File: config.mk
export PLATFORM = sky130hd
export DESIGN_NAME = queue_25_flat
export DESIGN_NICKNAME = d
export VERILOG_FILES = /design/src/rtl/queue_25_if.sv /design/src/rtl/queue_25.sv /design/src/flat_wrapper.sv
export SDC_FILE = /design/constraint.sdc
export NUM_CORES = 1
export LEC_CHECK = 0
export ABC_AREA = 0
export CORE_MARGIN = 2
export CORE_UTILIZATION = 48
export CTS_BUF_LIST = sky130_fd_sc_hd__clkbuf_16
export DETAILED_ROUTE_END_ITERATION = 16
export HOLD_SLACK_MARGIN = 0.03
export PLACE_DENSITY = 0.9
export SLEW_MARGIN = 20
export SYNTH_ARGS = -nofsm -noshare
export SYNTH_HDL_FRONTEND = slang
export SYNTH_SLANG_ARGS = --single-unit
File: constraint.sdc
create_clock -name clock -period 6.96 [get_ports clock]
set_clock_uncertainty 0.2 [all_clocks]
set_input_delay 1.74 -clock clock [delete_from_list [all_inputs] [get_ports clock]]
set_output_delay 1.74 -clock clock [all_outputs]
set_load 0.02 [all_outputs]
File: src/rtl/queue_25_if.sv
// TileLink D-channel beat handshake bundle for the two-entry refill-sink buffer.
// slave is the buffer's view, master is the producer/consumer side.
interface queue_25_if;
  logic        io_enq_valid;
  logic        io_enq_ready;
  logic [2:0]  io_enq_bits_opcode;
  logic [1:0]  io_enq_bits_param;
  logic [2:0]  io_enq_bits_size;
  logic [2:0]  io_enq_bits_source;
  logic [2:0]  io_enq_bits_sink;
  logic        io_enq_bits_denied;
  logic [63:0] io_enq_bits_data;
  logic        io_enq_bits_corrupt;
  logic        io_deq_valid;
  logic        io_deq_ready;
  logic [2:0]  io_deq_bits_opcode;
  logic [1:0]  io_deq_bits_param;
  logic [2:0]  io_deq_bits_size;
  logic [2:0]  io_deq_bits_source;
  logic [2:0]  io_deq_bits_sink;
  logic        io_deq_bits_denied;
  logic [63:0] io_deq_bits_data;
  logic        io_deq_bits_corrupt;

  modport slave (
    input  io_enq_valid, io_enq_bits_opcode, io_enq_bits_param, io_enq_bits_size,
           io_enq_bits_source, io_enq_bits_sink, io_enq_bits_denied,
           io_enq_bits_data, io_enq_bits_corrupt, io_deq_ready,
    output io_enq_ready, io_deq_valid, io_deq_bits_opcode, io_deq_bits_param,
           io_deq_bits_size, io_deq_bits_source, io_deq_bits_sink,
           io_deq_bits_denied, io_deq_bits_data, io_deq_bits_corrupt
  );

  modport master (
    output io_enq_valid, io_enq_bits_opcode, io_enq_bits_param, io_enq_bits_size,
           io_enq_bits_source, io_enq_bits_sink, io_enq_bits_denied,
           io_enq_bits_data, io_enq_bits_corrupt, io_deq_ready,
    input  io_enq_ready, io_deq_valid, io_deq_bits_opcode, io_deq_bits_param,
           io_deq_bits_size, io_deq_bits_source, io_deq_bits_sink,
           io_deq_bits_denied, io_deq_bits_data, io_deq_bits_corrupt
  );
endinterface

File: src/rtl/queue_25.sv
// Two-entry non-flow, non-pipe FIFO for TileLink D beats (cache refill sink inbound buffer).
// Optional producer-stability checks under `define QUEUE_25_ASSERT_EN (simulation only).
module queue_25 (
  input logic       clock,
  input logic       reset,
  queue_25_if.slave io
);

  typedef logic [79:0] entry_t;

  entry_t ram_q [2];
  entry_t ram_d [2];
  logic   enq_ptr_q, enq_ptr_d;
  logic   deq_ptr_q, deq_ptr_d;
  logic   maybe_full_q, maybe_full_d;

  logic   ptr_match, empty, full;
  logic   do_enq, do_deq;
  entry_t enq_bits, deq_bits;

  assign enq_bits = {io.io_enq_bits_opcode, io.io_enq_bits_param, io.io_enq_bits_size,
                     io.io_enq_bits_source, io.io_enq_bits_sink, io.io_enq_bits_denied,
                     io.io_enq_bits_data, io.io_enq_bits_corrupt};

  always_comb begin
    ptr_match = (enq_ptr_q == deq_ptr_q);
    empty     = ptr_match & ~maybe_full_q;
    full      = ptr_match & maybe_full_q;
    // Ready/valid come from state alone, so no flow-through or pipe path exists.
    do_enq    = io.io_enq_valid & ~full;
    do_deq    = io.io_deq_ready & ~empty;
    deq_bits  = ram_q[deq_ptr_q];

    ram_d        = ram_q;
    enq_ptr_d    = enq_ptr_q;
    deq_ptr_d    = deq_ptr_q;
    maybe_full_d = maybe_full_q;
    if (do_enq) begin
      ram_d[enq_ptr_q] = enq_bits;
      enq_ptr_d        = ~enq_ptr_q;
    end
    if (do_deq) deq_ptr_d = ~deq_ptr_q;
    if (do_enq != do_deq) maybe_full_d = do_enq;
  end

  assign io.io_enq_ready        = ~full;
  assign io.io_deq_valid        = ~empty;
  assign io.io_deq_bits_opcode  = deq_bits[79:77];
  assign io.io_deq_bits_param   = deq_bits[76:75];
  assign io.io_deq_bits_size    = deq_bits[74:72];
  assign io.io_deq_bits_source  = deq_bits[71:69];
  assign io.io_deq_bits_sink    = deq_bits[68:66];
  assign io.io_deq_bits_denied  = deq_bits[65];
  assign io.io_deq_bits_data    = deq_bits[64:1];
  assign io.io_deq_bits_corrupt = deq_bits[0];

  // Storage carries no reset; only the pointers define occupancy.
  always_ff @(posedge clock) begin
    ram_q <= ram_d;
  end

  always_ff @(posedge clock) begin
    if (reset) begin
      enq_ptr_q    <= 1'b0;
      deq_ptr_q    <= 1'b0;
      maybe_full_q <= 1'b0;
    end else begin
      enq_ptr_q    <= enq_ptr_d;
      deq_ptr_q    <= deq_ptr_d;
      maybe_full_q <= maybe_full_d;
    end
  end

`ifdef QUEUE_25_ASSERT_EN
  property p_enq_stable;
    @(posedge clock) disable iff (reset)
      (io.io_enq_valid && !io.io_enq_ready) |=> (io.io_enq_valid && $stable(enq_bits));
  endproperty

  a_enq_stable: assert property (p_enq_stable)
    else begin
      $error("queue_25: enqueue beat dropped or changed while stalled");
      $fatal(1, "queue_25: producer stability violated");
    end
`else
`endif

endmodule

File: src/flat_wrapper.sv
// flat-port wrapper written by rule: the top's interface ports become plain ports
module queue_25_flat 
  (clock, reset, io_io_enq_valid, io_io_enq_bits_opcode, io_io_enq_bits_param, io_io_enq_bits_size, io_io_enq_bits_source, io_io_enq_bits_sink, io_io_enq_bits_denied, io_io_enq_bits_data, io_io_enq_bits_corrupt, io_io_deq_ready, io_io_enq_ready, io_io_deq_valid, io_io_deq_bits_opcode, io_io_deq_bits_param, io_io_deq_bits_size, io_io_deq_bits_source, io_io_deq_bits_sink, io_io_deq_bits_denied, io_io_deq_bits_data, io_io_deq_bits_corrupt);
  queue_25_if io_i ();
  input logic clock;
  input logic reset;
  input wire logic [$bits(io_i.io_enq_valid)-1:0] io_io_enq_valid;
  input wire logic [$bits(io_i.io_enq_bits_opcode)-1:0] io_io_enq_bits_opcode;
  input wire logic [$bits(io_i.io_enq_bits_param)-1:0] io_io_enq_bits_param;
  input wire logic [$bits(io_i.io_enq_bits_size)-1:0] io_io_enq_bits_size;
  input wire logic [$bits(io_i.io_enq_bits_source)-1:0] io_io_enq_bits_source;
  input wire logic [$bits(io_i.io_enq_bits_sink)-1:0] io_io_enq_bits_sink;
  input wire logic [$bits(io_i.io_enq_bits_denied)-1:0] io_io_enq_bits_denied;
  input wire logic [$bits(io_i.io_enq_bits_data)-1:0] io_io_enq_bits_data;
  input wire logic [$bits(io_i.io_enq_bits_corrupt)-1:0] io_io_enq_bits_corrupt;
  input wire logic [$bits(io_i.io_deq_ready)-1:0] io_io_deq_ready;
  output wire logic [$bits(io_i.io_enq_ready)-1:0] io_io_enq_ready;
  output wire logic [$bits(io_i.io_deq_valid)-1:0] io_io_deq_valid;
  output wire logic [$bits(io_i.io_deq_bits_opcode)-1:0] io_io_deq_bits_opcode;
  output wire logic [$bits(io_i.io_deq_bits_param)-1:0] io_io_deq_bits_param;
  output wire logic [$bits(io_i.io_deq_bits_size)-1:0] io_io_deq_bits_size;
  output wire logic [$bits(io_i.io_deq_bits_source)-1:0] io_io_deq_bits_source;
  output wire logic [$bits(io_i.io_deq_bits_sink)-1:0] io_io_deq_bits_sink;
  output wire logic [$bits(io_i.io_deq_bits_denied)-1:0] io_io_deq_bits_denied;
  output wire logic [$bits(io_i.io_deq_bits_data)-1:0] io_io_deq_bits_data;
  output wire logic [$bits(io_i.io_deq_bits_corrupt)-1:0] io_io_deq_bits_corrupt;
  assign io_i.io_enq_valid = io_io_enq_valid;
  assign io_i.io_enq_bits_opcode = io_io_enq_bits_opcode;
  assign io_i.io_enq_bits_param = io_io_enq_bits_param;
  assign io_i.io_enq_bits_size = io_io_enq_bits_size;
  assign io_i.io_enq_bits_source = io_io_enq_bits_source;
  assign io_i.io_enq_bits_sink = io_io_enq_bits_sink;
  assign io_i.io_enq_bits_denied = io_io_enq_bits_denied;
  assign io_i.io_enq_bits_data = io_io_enq_bits_data;
  assign io_i.io_enq_bits_corrupt = io_io_enq_bits_corrupt;
  assign io_i.io_deq_ready = io_io_deq_ready;
  assign io_io_enq_ready = io_i.io_enq_ready;
  assign io_io_deq_valid = io_i.io_deq_valid;
  assign io_io_deq_bits_opcode = io_i.io_deq_bits_opcode;
  assign io_io_deq_bits_param = io_i.io_deq_bits_param;
  assign io_io_deq_bits_size = io_i.io_deq_bits_size;
  assign io_io_deq_bits_source = io_i.io_deq_bits_source;
  assign io_io_deq_bits_sink = io_i.io_deq_bits_sink;
  assign io_io_deq_bits_denied = io_i.io_deq_bits_denied;
  assign io_io_deq_bits_data = io_i.io_deq_bits_data;
  assign io_io_deq_bits_corrupt = io_i.io_deq_bits_corrupt;
  queue_25 u_core (.clock(clock), .reset(reset), .io(io_i));
endmodule
## After elaboration in Yosys (flattened, before gate mapping)

Cells that the tools add are included.

- Equal/unequal tests: 2
- Bitwise logic cells: 11
- Reduce and logical (&&, ||, !) cells: 1
- Multiplexer cells: 6
- $lt $le $gt $ge: 3

Operators with widths:

| operator | count |
|---|---|
| $mux W80 | 4 |
| $bwmux W160 | 1 |
| $demux W80 S1 | 1 |
| $not A1 Y1 | 5 |
| $and A1 B1 Y1 | 4 |
| $ge A2 B2 Y1 const B | 2 |
| $not A1 Y2 | 2 |
| $lt A2 B1 Y1 const B | 1 |
| $eq A1 B1 Y1 | 1 |
| $logic_and A1 B1 Y1 | 1 |
| $ne A1 B1 Y1 | 1 |

- Register bits after elaboration: 163
- Output and inout port bits: 82
- Word-level logic and storage cells: 28
- Bits of input ports: 84

## Logic depth before layout (Yosys ltp)

Gate-level depths: netlist of the first run.

- Word-level depth: 6
- Mapped depth: 4
- Mapped depth without buffers: 3

## Least setup slack after synthesis of the first run

Ideal clock, no wire load.

- Path kind: input port to flip-flop
- From: in io_io_enq_valid
- To: reg u_core.ram_q[0] (netlist bit), enable pin
- Path buffers: 0
- Cell stages on the path: 2
- Data required time: 6.213 ns
- Setup time: 0.547 ns
- Setup slack: 0.503 ns
- Arrival: 5.710 ns
- Path through: nand2_1 a21oi_1

- Word-level cells in the longest chain between the ends: 1

Ends and longest elaborated chain:

| item | RTL line | source |
|---|---|---|
| start, declared | flat_wrapper.sv:7 | `input wire logic [$bits(io_i.io_enq_valid)-1:0] io_io_enq_valid;` |
| $and A1 B1 Y1 | queue_25.sv:30 | `do_enq = io.io_enq_valid & ~full;` |
| end signal, assigned | queue_25.sv:59 | `ram_q <= ram_d;` |
| end, declared | queue_25.sv:11 | `entry_t ram_q [2];` |

No other way between the ends.
A chain may end at the register's enable or synchronous reset.

## Worst setup path after layout of the first run

- From: reg u_core.deq_ptr_q
- To: out io_io_deq_bits_param[0]

- Word-level cells in the longest chain between the ends: 4

Ends and longest elaborated chain:

| item | RTL line | source |
|---|---|---|
| start, declared | queue_25.sv:14 | `logic deq_ptr_q, deq_ptr_d;` |
| start signal, assigned | queue_25.sv:69 | `deq_ptr_q <= deq_ptr_d;` |
| $not A1 Y2 (implied by the code) | queue_25.sv:32 | `deq_bits = ram_q[deq_ptr_q];` |
| $mux W80 (implied by the code) (3 in a row) | queue_25.sv:32 |  |
| end, declared | flat_wrapper.sv:20 | `output wire logic [$bits(io_i.io_deq_bits_param)-1:0] io_io_deq_bits_param;` |

No other way between the ends. The select of a mux whose other input is x is not followed.

==> summary.md, run 1 <==
| Metric | Value |
|---|---|
| Total track usage | 16.9% |
| Port Buf Inserts | 165 |
| Via count | 3084 |
| CTS resizes | 0 |
| Post-route minimum period | 4350 ps |
| CTS tree | built |
| Synth area leader | edfxtp_1 |
| Cts hold-fix bufs | 0 |
| Footprint of the multi-input gates | 1030 um2 |
| Worst setup EP type | primary output |
| Root Driver | clkbuf_16 |
| DRC errors left | 0 |
| Iteration-0 DRC Markers | 228 |
| Maximum clock path buffer count | 2 |
| Status | complete, no violations |
| Gr ovfl total | 0 |
| Post-DR vias/cell | 4.90 |
| Commonest non-fill, non-tap cell in the layout | clkdlybuf4s50_1 |
| # fillers | 781 |
| H-tree Lvls | 4 |
| Routed Antenna Nets | 0 |
| Yosys warning count | 0 |
| Final setup violation count | 0 |
| Full die area | about 13000 um2 |
| DP HPWL | between 7 and 8 mm |
| CTS clk-pin slew, worst paths | ~60 ps |
| Die width | 115 um |
| CP Max Fanout | 44 |
| Synth top area share | 80.9% |
| Share of cells above drive strength 1 | 24.0% |
| Synth Area per Inst | around 22 um2 |
| Hold crit path type | register to register |
| Starting density of the core | 49.2% |
| Row count | 40 |
| Clk Latency, worst-skew pair | ~410 ps |
| First-pass GRT wire length | 16.5 mm |
| Placeable core area | between 10000 and 15000 um2 |
| Routed wl met3 | 663 um |
| Routed wire length | 11.2 mm |
| I/O Pins | 166 |
| Max Freq | 230 MHz |
| Mapped Area | 5940 um2 |
| Die H | between 100 and 150 um |
| Final Net Count | between 500 and 600 |
| Leakage power | 2.76 nW |
| DR WL/cell | 17.7 um |
| Cells after Synth | between 200 and 300 |
| Antenna violations before repair | 0 |
| Post-Route M1 WL | roughly 4.6 mm |
| TNS Setup | 0 ps |
| Final Worst Setup Slack | 2610 ps |
| FF/Latch Area | 4870 um2 |
| Largest net degree at the start of global routing | 86 |
| Highest-count cells in the layout ignoring fill and taps | clkdlybuf4s50_1, edfxtp_1, mux2_2 |
| Peak VDD IR | 0.219 mV |
| Library cells used by synthesis | 15 |
| Seq/Total Area, Yosys | 81.9% |
| Cell area power density | 289 nW/um2 |
| Tcrit/Tclk final | 62.5% |
| Setup bufs post-CTS | 0 |
| Max Cap Viol | 0 |
| Area Overhead vs Synth | 40.1% |
| Top post-synthesis cells by area | edfxtp_1, mux2_2, dfxtp_1 |
| Global placement routability congestion | between 0.7 and 0.8 |
| Met2 Routed Length | 5.82 mm |
| Critical Path RT | 5020 ps |
| Slew @ Worst Pin | just over 900 ps |
| Final Hold Viols | 0 |
| Max Used Layer | met4 |
| CTS buffer count | 17 |
| RSZ-0062 raised after global routing | no |
| Flops & latches, synth | 163 |
| Critical setup path kind | register to primary output |
| Worst slew margin | 38.8% |
| CP Data Arrival Time | 2410 ps |
| Worst setup SP type | register |
| Ant diodes | 0 |
| Max Slew Vio Count | 0 |
| 1st-pass router iterations | 4 |
| Pre-CTS WS | ~2400 ps |
| CTS sink cnt | approximately 160 |
| Syn_nets | between 300 and 400 |
| Vias in the first global route | 3308 |
power by group:
part | switching (mW) | total (mW) | internal [mW] | leakage (nW)
logic | 0.189 | 0.395 | 0.207 | 0.997
registers | 0.0277 | 1.19 | 1.16 | 1.51
clock network | 0.344 | 0.823 | 0.480 | 0.253
total | 0.560 | 2.41 | 1.85 | 2.76
worst max-delay path, cell delays in order (launching register included):
cell and delay [ps]:
dfxtp_4 730, buf_12 310, mux2_2 370, clkdlybuf4s50_1 560
path summary, 6_finish.rpt:
check | from | end | slack [ps] | cells after the start
worst min register to register | u_core.enq_ptr_q | u_core.deq_ptr_q | 410 | 2
worst min-delay path | u_core.enq_ptr_q | u_core.deq_ptr_q | 410 | 2
worst max-delay path | u_core.deq_ptr_q | io_io_deq_bits_param[0] | 2610 | 3
worst max register to register | u_core.deq_ptr_q | u_core.ram_q[158] | 3680 | 5
synth_stat cells:
library cell  count
dfxtp_1           3
nor3_1            3
a31oi_1           1
xnor2_1           1
nor2_1            2
buf_2             3
a21oi_1           2
nand2_1           4
nand2b_1          3
nand3b_1          2
buf_4             6
mux2_2           80
edfxtp_1        160
or3_1             1
nor4bb_1          1
registers in the layout, summed over array words and instances, names as in the netlist:
name and count:
u_core.deq_ptr_q 1, u_core.enq_ptr_q 1, u_core.maybe_full_q 1, u_core.ram_q 160
metrics by stage:
stage          util [%]  std cells  total power, mW  hold slack, ps  instance area (um2)
3_3_place_gp       64.5        598             1.59             377                 7780
2_1_floorplan         -        272             1.41             323                 5940
6_report           69.0        630             2.41             405                 8320
4_1_cts            68.8        629             2.43             398                 8300
5_1_grt            69.0        630             2.49             450                 8320
3_5_place_dp       64.5        598             1.61             389                 7780
final cells by class:
cell class                 instances  area share (%)
clock inverter                    14            1.19
timing repair buffer             168            20.3
clock buffer                      17            5.11
sequential                       163            58.5
multi-input combinational        100            12.4
tap                              168            2.53
logic make-up (layout without fill, tap and decap cells):
kind of cell,count (synthesis),count (layout),share of synthesized area (%)
buf+inv,9,199,1.01
compound gates,3,3,0.274
flops,163,163,81.9
xor+xnor,1,1,0.148
mux,80,80,15.2
simple gates,16,16,1.47
layer usage:
metal / global-route usage (%) / vias to the layer above
li1: - / 1439
met1: 20.4 / 1525
met2: 28.1 / 110
met3: 5.38 / 10
met4: 7.39 / 0
met5: 0 / -
Power figures use the tool's default switching activity.
==> run 2, diff against run 1 <==
- CORE_UTILIZATION: 48 -> 43
- PLACE_DENSITY: 0.9 -> 0.86
- clock period: 6.96 -> 4 ns (I/O delays scaled with it)
==> summary.md, run 2 (same netlist as run 1, synthesis figures left out) <==
| Metric | Value |
|---|---|
| Status | complete, no violations |
| CTS resizes | 0 |
| CP Data Arrival Time | 2280 ps |
| Worst setup SP type | register |
| Cts hold-fix bufs | 0 |
| Routed wire length | 11.3 mm |
| DR WL/cell | 17.6 um |
| Final Net Count | around 540 |
| Via count | 3117 |
| Slew @ Worst Pin | between 500 and 600 ps |
| Max Cap Viol | 0 |
| Cell area power density | ~520 nW/um2 |
| Global placement routability congestion | 0.692 |
| Post-DR vias/cell | 4.86 |
| Worst setup EP type | primary output |
| Vias in the first global route | 3389 |
| Worst slew margin | 60.0% |
| Port Buf Inserts | 165 |
| Largest net degree at the start of global routing | 45 |
| Critical Path RT | between 2000 and 3000 ps |
| Crit-path cells | buf_4, mux2_2, clkdlybuf4s50_1 |
| Crit path buffers/inverters | 2 |
| Commonest non-fill, non-tap cell in the layout | clkdlybuf4s50_1 |
| CP Max Fanout | 22 |
| TNS Setup | 0 ps |
| Area Overhead vs Synth | 41.9% |
| Root Driver | clkbuf_16 |
| Critical setup path kind | register to primary output |
| Gr ovfl total | 0 |
| Finished Layout Cells | 642 |
| Full die area | about 15000 um2 |
| Post-route minimum period | 3480 ps |
| Antenna violations before repair | 0 |
| First-pass GRT wire length | 17.3 mm |
| DP HPWL | 7.50 mm |
| Highest-count cells in the layout ignoring fill and taps | clkdlybuf4s50_1, edfxtp_1, mux2_2 |
| Register with the most flip-flops | u_core.ram_q |
| Largest delay share family, worst path | buffers and inverters |
| Die width | approximately 120 um |
| Routed Antenna Nets | 0 |
| Total track usage | 15.9% |
| Max FFs per register | 160 |
| CTS sink cnt | ~160 |
| Row count | between 40 and 50 |
| H-tree Lvls | 4 |
| Iteration-0 DRC Markers | 232 |
| I/O Pins | about 170 |
| Placed Cells | 610 |
| DRC errors left | 0 |
| Final Hold Viols | 0 |
| Leakage power | approximately 2.8 nW |
| Starting density of the core | 44.5% |
| CTS tree | built |
| Cell Area, Placed | 7830 um2 |
| Final Instance Area | between 8000 and 9000 um2 |
| # fillers | 943 |
| Hold crit path type | register to register |
| Maximum clock path buffer count | 2 |
| Die H | 122 um |
| Final setup violation count | 0 |
| CTS clk-pin slew, worst paths | 60 ps |
| 1st-pass router iterations | 4 |
| Share of cells above drive strength 1 | 25.3% |
| Clk Latency, worst-skew pair | 410 ps |
| Max Slew Vio Count | 0 |
| CTS buffer count | 17 |
| RSZ-0062 raised after global routing | no |
| Max Freq | between 200 and 300 MHz |
| CP max stage cell | clkdlybuf4s50_1 |
| Crit-path max cell delay | 570 ps |
| Tcrit/Tclk final | approximately 87% |
| Peak VDD IR | 0.382 mV |
| Ant diodes | 0 |
| Placeable core area | 13300 um2 |
| Setup bufs post-CTS | 0 |
run 2: cell count changes in the layout (fill, tap and decap cells not counted):
cell / before / now
clkinv_2: 3 / 1
buf_4: 2 / 5
bufinv_16: 1 / 3
clkinv_4: 1 / 2
inv_1: 1 / 2
clkinv_1: 5 / 1
clkinvlp_4: 3 / 6
run 2: layer usage:
layer	global-route usage, %	wire length (um)	part of all wire, %
met5	0	0	0
met4	6.75	187	1.7
met3	5.36	671	5.9
met2	27.9	6010	53
met1	17.8	4440	39
run 2: layout make-up:
class	count	area (um2)	share of cell area (%)
clock inverters	15	169	2.01
well taps	176	220	2.61
multi-input cells	100	1030	12.3
flip-flops and latches	163	4870	57.8
repair buffers	171	1710	20.3
clock buffers	17	425	5.05
run 2: worst paths after layout:
path	slack, ps	end	depth (start not counted)	start
worst max-delay path	520	io_io_deq_bits_data[24]	3	u_core.deq_ptr_q
worst min-delay path	400	u_core.enq_ptr_q	2	u_core.enq_ptr_q
worst max register to register	1720	u_core.ram_q[131]	5	u_core.deq_ptr_q
worst min register to register	400	u_core.enq_ptr_q	2	u_core.enq_ptr_q
run 2: worst register-to-register path, stage by stage, from the launching register on:
cell      delay [ps]
dfxtp_4          540
buf_12           300
nand2b_1         170
nand2_1           90
nor2_4            90
buf_4            490
run 2: power by group:
part	switching (mW)	leakage, nW	internal (mW)	total (mW)
clock network	0.623	0.277	0.973	1.60
registers	0.0417	1.51	2.02	2.06
logic	0.336	1.01	0.363	0.699
total	1.00	2.80	3.36	4.36
run 2: metrics by stage:
stage	power (mW)	hold slack [ps]	util, %	setup WS [ps]
detailed placement	2.80	380	58.7	971
CTS	4.41	402	63.1	488
finish	4.36	403	63.1	524
global placement	2.78	381	58.7	1010
global route	4.52	422	63.1	432
floorplan	2.45	334	-	107
==> run 3, diff against run 2 <==
- CORE_UTILIZATION: 43 -> 51
- PLACE_DENSITY: 0.86 -> 0.94
- clock period: 4 -> 4.3 ns (I/O delays scaled with it)
==> summary.md, run 3 (same netlist as run 1, synthesis figures left out) <==
| Metric | Value |
|---|---|
| Final Hold Viols | 0 |
| Reg2Reg Depth | 5 |
| Post-route minimum period | 3820 ps |
| Total track usage | a little under a fifth |
| DRC errors left | 0 |
| Setup bufs post-CTS | 0 |
| Antenna violations before repair | 0 |
| I/O Pins | 166 |
| First-pass GRT wire length | 17.5 mm |
| Port Buf Inserts | roughly 170 |
| 1st-pass router iterations | 4 |
| Worst setup startpoint | u_core.deq_ptr_q |
| Clock power frac | a little under two fifths |
| Worst slew margin | roughly half |
| Sequential Power Share | 47.4% |
| Maximum clock path buffer count | 2 |
| Worst R2R End | u_core.ram_q[137] |
| CTS tree | built |
| Max Freq | 262 MHz |
| CTS clk-pin slew, worst paths | 60 ps |
| Comb power frac | 15.6% |
| Worst R2R Setup Slack | between 1500 and 2000 ps |
| Row count | 39 |
| RSZ-0062 raised after global routing | no |
| Via count | between 3000 and 4000 |
| TNS Setup | 0 ps |
| Worst setup SP type | register |
| Slew @ Worst Pin | around 760 ps |
| Status | complete, no violations |
| Final setup violation count | 0 |
| Vias in the first global route | 3440 |
| Ant diodes | 0 |
| Post-DR vias/cell | approximately 5 |
| Worst setup path end | io_io_deq_bits_param[1] |
| Max Slew Vio Count | 0 |
| Tot Pwr | about 4.1 mW |
| Global placement routability congestion | just over 0.7 |
| Hold crit path type | register to register |
| Final Net Count | approximately 540 |
| DP HPWL | 7.47 mm |
| CTS buffer count | 17 |
| Clk Latency, worst-skew pair | ~400 ps |
| Tcrit/Tclk final | between 80% and 90% |
| Die H | 112 um |
| Routed Antenna Nets | 0 |
| Iteration-0 DRC Markers | 136 |
| Area Overhead vs Synth | 41.0% |
| Gr ovfl total | 0 |
| Cell area power density | 487 nW/um2 |
| Peak VDD IR | 0.301 mV |
| Register with the most flip-flops | u_core.ram_q |
| Die width | 112 um |
| CTS resizes | 0 |
| Critical Path RT | 3020 ps |
| Starting density of the core | 52.2% |
| Max FFs per register | 160 |
| NetSw | 0.904 mW |
| Share of cells above drive strength 1 | 24.7% |
| Root Driver | clkbuf_16 |
| H-tree Lvls | 4 |
| Max Cap Viol | 0 |
| Placeable core area | roughly 11000 um2 |
| Switching Fraction | 22.2% |
| CTS sink cnt | 163 |
| CP Max Fanout | 56 |
| DR WL/cell | 18.8 um |
| CP Data Arrival Time | 2550 ps |
| Cts hold-fix bufs | 0 |
| Highest-count cells in the layout ignoring fill and taps | clkdlybuf4s50_1, edfxtp_1, mux2_2 |
| Critical setup path kind | register to primary output |
| Cell Int Power | about 3.2 mW |
| Worst setup EP type | primary output |
| Leakage power | 2.82 nW |
| Routed wire length | 11.4 mm |
| Largest net degree at the start of global routing | 57 |
| FF-to-FF Start | u_core.deq_ptr_q |
| # fillers | roughly 680 |
| Commonest non-fill, non-tap cell in the layout | clkdlybuf4s50_1 |
| Full die area | 12500 um2 |
## run 3: changes by cell type in the layout (fill, tap and decap cells not counted), sizes merged
cell      before  now
clkinv         4    5
bufinv         3    4
inv            2    3
clkinvlp       6    2
## run 3: power by group through the flow
stage / clock, mW / combinational, mW / sequential (mW)
final: 1.51 / 0.638 / 1.93
after global routing: 1.60 / 0.672 / 1.94
after CTS: 1.53 / 0.645 / 1.93
after detailed placement: 0 / 0.639 / 1.96
after global placement: 0 / 0.628 / 1.96
after floorplan: 0 / 0.335 / 1.94
## run 3: layout make-up
type                    instances  area (um2)  share of cell area [%]
multi-input cells             100        1030                    12.3
flip-flops and latches        163        4870                    58.1
well taps                     143         179                    2.14
clock buffers                  17         425                    5.08
clock inverters                14         173                    2.06
repair buffers                171        1700                    20.3
## run 3: worst min-delay path by stage
stage	from	end	slack [ps]	depth (start not counted)
after global placement	u_core.enq_ptr_q	u_core.deq_ptr_q	380	2
after global routing	u_core.enq_ptr_q	u_core.deq_ptr_q	460	2
after detailed placement	u_core.enq_ptr_q	u_core.deq_ptr_q	400	2
after floorplan	u_core.enq_ptr_q	u_core.deq_ptr_q	330	2
after CTS	u_core.enq_ptr_q	u_core.enq_ptr_q	420	2
final	u_core.enq_ptr_q	u_core.enq_ptr_q	420	2
## run 3: stage by stage
| stage | area, um2 | util (%) | hold WS [ps] | setup slack [ps] | std cells |
|---|---|---|---|---|---|
| after floorplan | 5940 | - | 334 | 332 | 272 |
| after detailed placement | 7780 | 68.4 | 404 | 871 | 577 |
| after CTS | 8370 | 73.7 | 421 | 421 | 608 |
| final | 8370 | 73.7 | 425 | 476 | 608 |
| after global routing | 8370 | 73.7 | 455 | 332 | 608 |
| after global placement | 7780 | 68.4 | 376 | 900 | 577 |
## run 3: worst max-delay path, cell delays in order (launching register included)
cell,delay (ps)
dfxtp_4,840
buf_4,380
mux2_2,380
clkdlybuf4s50_1,540
## run 3: per-layer routing
layer	global-route usage, %	wire length (um)	part of all wire (%)	up-vias
met5	0	0	0	-
met4	8.97	247	2.2	0
met3	5.66	612	5.4	19
met2	32.5	6160	54	115
met1	20.8	4400	39	1541
li1	-	-	-	1444
